`src/rtl/dac_sample_feeder.sv`:
```
// Buffers incoming audio samples and ramps the DAC output linearly
// from one sample to the next on a fixed tick grid.
module dac_sample_feeder #(
    parameter int FIFO_DEPTH   = 16,
    parameter int TICK_DIV     = 1000,
    parameter int INTERP_SHIFT = 3
) (
    input  logic                          clk_in,
    input  logic                          RST,
    input  logic signed [31:0]            data_in,
    input  logic                          data_valid,
    output logic                          data_ready,
    output logic signed [31:0]            data_out,
    output logic                          underrun,
    output logic [$clog2(FIFO_DEPTH):0]   fifo_level
);

    localparam int AW = $clog2(FIFO_DEPTH);
    localparam int TW = $clog2(TICK_DIV);
    localparam int SW = INTERP_SHIFT + 1;

    localparam logic [AW:0]   FULL      = (AW + 1)'(FIFO_DEPTH);
    localparam logic [TW-1:0] TICK_LAST = TW'(TICK_DIV - 1);
    localparam logic [SW-1:0] SUB_LAST  = SW'((1 << INTERP_SHIFT) - 1);

    typedef enum logic [1:0] {
        IDLE,
        LOAD,
        RAMP
    } state_t;

    state_t state;

    logic signed [31:0] mem [FIFO_DEPTH];
    logic [AW-1:0]      wr_ptr;
    logic [AW-1:0]      rd_ptr;
    logic               push;
    logic               pop;
    logic signed [31:0] fifo_head;

    logic [TW-1:0]      tick_cnt;
    logic               tick;

    logic signed [31:0] target_r;
    logic signed [31:0] step_r;
    logic [SW-1:0]      sub_cnt;
    logic signed [32:0] diff;
    logic signed [31:0] step_next;

    assign data_ready = (fifo_level != FULL);
    assign push       = data_valid && data_ready;
    assign pop        = (state == LOAD);
    assign fifo_head  = mem[rd_ptr];

    // One extra bit keeps the difference exact before the shift.
    assign diff      = {fifo_head[31], fifo_head} - {data_out[31], data_out};
    assign step_next = 32'(diff >>> INTERP_SHIFT);

    assign tick = (tick_cnt == TICK_LAST);

    always_ff @(posedge clk_in) begin
        if (push) begin
            mem[wr_ptr] <= data_in;
        end
    end

    always_ff @(posedge clk_in or posedge RST) begin
        if (RST) begin
            wr_ptr     <= '0;
            rd_ptr     <= '0;
            fifo_level <= '0;
        end else begin
            if (push) begin
                wr_ptr <= wr_ptr + AW'(1);
            end
            if (pop) begin
                rd_ptr <= rd_ptr + AW'(1);
            end
            if (push && !pop) begin
                fifo_level <= fifo_level + (AW + 1)'(1);
            end else if (pop && !push) begin
                fifo_level <= fifo_level - (AW + 1)'(1);
            end
        end
    end

    always_ff @(posedge clk_in or posedge RST) begin
        if (RST) begin
            tick_cnt <= '0;
        end else if (tick) begin
            tick_cnt <= '0;
        end else begin
            tick_cnt <= tick_cnt + TW'(1);
        end
    end

    always_ff @(posedge clk_in or posedge RST) begin
        if (RST) begin
            state    <= IDLE;
            data_out <= '0;
            target_r <= '0;
            step_r   <= '0;
            sub_cnt  <= '0;
            underrun <= 1'b0;
        end else begin
            underrun <= 1'b0;
            unique case (state)
                IDLE: begin
                    if (fifo_level != '0) begin
                        state <= LOAD;
                    end
                end
                LOAD: begin
                    target_r <= fifo_head;
                    step_r   <= step_next;
                    sub_cnt  <= '0;
                    state    <= RAMP;
                end
                RAMP: begin
                    if (tick) begin
                        // Land exactly on the target to drop shift residue.
                        if (sub_cnt == SUB_LAST) begin
                            data_out <= target_r;
                            if (fifo_level != '0) begin
                                state <= LOAD;
                            end else begin
                                state    <= IDLE;
                                underrun <= 1'b1;
                            end
                        end else begin
                            data_out <= data_out + step_r;
                            sub_cnt  <= sub_cnt + SW'(1);
                        end
                    end
                end
                default: begin
                    state <= IDLE;
                end
            endcase
        end
    end

endmodule

```
`config.mk`:
```
export PLATFORM = sky130hd
export DESIGN_NAME = dac_sample_feeder
export DESIGN_NICKNAME = d
export VERILOG_FILES = /design/src/rtl/dac_sample_feeder.sv
export SDC_FILE = /design/constraint.sdc
export NUM_CORES = 1
export LEC_CHECK = 0
export BUFFER_PORTS_ARGS = -buffer_cell sky130_fd_sc_hd__buf_2
export CAP_MARGIN = 20
export CORE_ASPECT_RATIO = 0.8
export CORE_MARGIN = 2
export CORE_UTILIZATION = 65
export CTS_BUF_LIST = sky130_fd_sc_hd__clkbuf_2 sky130_fd_sc_hd__clkbuf_4 sky130_fd_sc_hd__clkbuf_8
export DETAILED_ROUTE_END_ITERATION = 8
export MAX_ROUTING_LAYER = met4
export PLACE_DENSITY = 0.89
export SETUP_SLACK_MARGIN = 0.3
export SYNTH_ARGS = -nofsm -noshare
export SYNTH_HDL_FRONTEND = slang
export SYNTH_SLANG_ARGS = --single-unit
```
`constraint.sdc`:
```
create_clock -name clk_in -period 10.55 [get_ports clk_in]
set_input_delay 0.5275 -clock clk_in [delete_from_list [all_inputs] [get_ports clk_in]]
set_output_delay 0.5275 -clock clk_in [all_outputs]
set_load 0.01 [all_outputs]
```
==> results.cfg <==
[run_status]
status = completed

[finish]
drive_gt1_frac = 0.2339
area_growth_pct = 10.76
multiInputGateArea_um2 = 8667
nets = 1934
regArea_um2 = 18490
nFillCells = 2392
final_cell_count_no_fill = 2457

[clock_network]
numCtsBuffers = 94
htree_levels = 3
cts_setup_buffers = 0
clk_pin_slew_worst_paths_ns = 0.06
hold_buffers = 0
clk_latency_ns = 0.71
cts_tree = yes
clock-root-buffer = clkbuf_8
clock-sinks = 636
cts-resized-gates = 0
clockBufferDepth = 3

[route]
ant_nets = 0
routed_wl_mm = 67.06
dr.pass1.iters = 8
viasPerCell = 6.675
routedWlPerCell_um = 27.29
dr_total_vias = 16400
first_iter_violations = 2139
drc = 0

[place]
place_inst = 2280
port_buffers = 73
hpwlAfterDp_mm = 39.29
place_congestion = 0.9546

[run]
max_cap_violations = 0

[grt]
grtUsageTotal = 0.3269
grt_overflow = 0
grt_pass1_wl_mm = 101.6
grt_pass1_vias = 16540
grt_max_degree = 77
antenna_found_initial = 7

[yosys]
netlist_area_um2 = 27490
yosysTopAreaCell = edfxtp_1
syn-instance-count = 1703
synth-seq-cells = 636
synth_edf_count = 512
yosysUniqueCellTypes = 71
async_flop_share = 0.1950
yosys_warnings = 0
avgSynthCellArea_um2 = 16.14
synth_area_leaders = edfxtp_1, mux4_2, dfrtp_1
yosysTopAreaCellShare = 0.5592
synth.yosys.seq_area_share = 0.6721
syn-num-nets = 1813
synthFlopType = edfxtp_1

[sta]
setup_violations = 0
rsz0062_at_grt = false
min_period_over_period = 0.5505
max_slew_margin = 0.2362
hold_viol = 0
period_needed_ns = 5.808
finalSetupTns_ns = 0
fmax_ghz = 0.1722
final_max_slew_viol_count = 0
skew_ns = 0.03682
worst_pin_slew_ns = 1.146

[power_and_ir_drop]
ir_drop_mv = 0.09371
pwr_density_cell_nw_per_um2 = 182.0
leakage_nw = 11.06

[floorplan]
core_area_um2 = 41830
fp.dieW_um = 233.9
die_y_um = 188.0
rows = 67
initial_utilization = 0.6572
dieArea_um2 = 43970
floorplan.io_pins = 74

[worst_setup_path]
cp-end-kind = register
worstPathMaxFanout = 52
rrSetupSlack_ns = 4.74
worstPathArrival_ns = 6.34
worstSetupStartpointType = register
critical_path_class = reg -> reg
cp.required_ns = 11.08

[hold_path]
hold_class = in -> async
-- cell usage after synthesis, types with 4 or more instances --
library cell and instances:
mux4_2 160, and3_1 14, a21o_1 37, a21oi_1 70, or3_1 5, inv_1 47
a31oi_1 12, nand2_1 201, nand2b_1 9, o211ai_1 4, buf_1 13, mux2i_1 4
and2_1 9, clkbuf_1 58, ha_1 73, o21ai_1 53, nand4_1 10, nor2b_1 7
o31ai_1 7, a22oi_1 5, o21ai_0 16, xor2_1 28, nor2_1 64, dfrtp_1 124
edfxtp_1 512, nor3_1 20, xnor2_1 32, a211oi_1 19, o21bai_1 8, nand3_1 19
o21a_1 6
-- routing by layer --
metal	share of wire	global-route usage	wire length [µm]	vias up
met5	0	-	0	-
met4	0.030	0.1159	2042	0
met3	0.10	0.05991	6877	174
met2	0.49	0.4985	32590	1036
met1	0.38	0.4509	25540	8285
li1	-	-	-	6906
-- power breakdown --
part | switching, mW | total (mW) | internal (mW)
sequential | 0.0811 | 3.02 | 2.94
clock | 0.943 | 1.96 | 1.02
combinational | 0.377 | 0.560 | 0.183
total | 1.40 | 5.54 | 4.14
-- cell usage in the layout (no fill, tap or decap), types with 18 or more instances in the layout --
cell | netlist | final
clkinv_1 | 1 | 25
buf_2 | 1 | 73
xnor2_1 | 32 | 32
clkbuf_4 | 0 | 31
nand3_1 | 19 | 18
nand2_1 | 201 | 201
dfrtp_1 | 124 | 120
inv_1 | 47 | 45
ha_1 | 73 | 73
a211oi_1 | 19 | 19
a21o_1 | 37 | 37
a21oi_1 | 70 | 70
edfxtp_1 | 512 | 512
nor2_1 | 64 | 50
clkbuf_8 | 0 | 101
mux4_2 | 160 | 160
o21ai_1 | 53 | 53
xor2_1 | 28 | 28
buf_4 | 0 | 26
-- path summary, 6_finish.rpt --
path	start	to	cells after the start
min in group clk_in	data_in[4]	mem[5][4]	1
min reg2reg	target_r[31]	target_r[31]	2
max reg2reg	rd_ptr[0]	step_r[17]	13
min	RST	fifo_level[4]	2
max	rd_ptr[0]	step_r[17]	13
max in group asynchronous	RST	rd_ptr[0]	3
-- cell type report --
class	instances	area share
flip-flops and latches	636	0.6071
inverters	49	0.006122
clock inverters	38	0.007150
diodes	7	0.0005753
repair buffers	99	0.01841
clock buffers	132	0.05329
multi-input cells	944	0.2846
well taps	552	0.02268
-- flip-flops by register name, indices dropped and copies added, names as in the netlist --
signal / flops
fifo_level: 5
wr_ptr: 4
rd_ptr: 4
mem: 512
data_out: 32
target_r: 32
tick_cnt: 10
underrun: 1
step_r: 30
state: 2
sub_cnt: 4
-- critical path: stages, from the launching register on --
cell and delay, ns:
dfrtp_4 0.98, buf_4 0.91, mux4_2 0.60, mux4_2 0.52, ha_1 0.37, a21oi_1 0.29, or3b_2 0.47, a311oi_1 0.34
or4b_1 0.17, o21ai_1 0.14, or3_1 0.41, a31oi_1 0.21, xor2_1 0.17, o21ai_1 0.07
-- cell families (layout without fill, tap and decap cells) --
logic type | count (synthesis) | in the layout | share of synthesized area
other | 0 | 7 | 0
AOI/OAI and AO/OA | 270 | 270 | 0.06344
xor gates and xnor gates | 60 | 60 | 0.01911
muxes | 167 | 167 | 0.1338
and+or+nand+nor | 372 | 372 | 0.05953
DFF | 636 | 636 | 0.6721
adders and majority gates | 75 | 75 | 0.03468
buffers and inverters | 123 | 318 | 0.01738
-- per-stage QoR --
| stage | power, mW | hold WS (ns) | cell area (µm²) | setup WS (ns) | util |
|---|---|---|---|---|---|
| floorplan | 3.355 | 0.4374 | 27490 | 5.535 | - |
| global placement | 3.556 | 0.4523 | 28590 | 4.725 | 0.6835 |
| detailed placement | 3.617 | 0.4639 | 28590 | 4.687 | 0.6835 |
| CTS | 5.557 | 0.01520 | 30430 | 4.669 | 0.7275 |
| global route | 5.711 | 0.07980 | 30450 | 4.347 | 0.7279 |
| finish | 5.542 | 0.009684 | 30450 | 4.742 | 0.7279 |
Note: power is estimated with default switching activity, not from simulation.
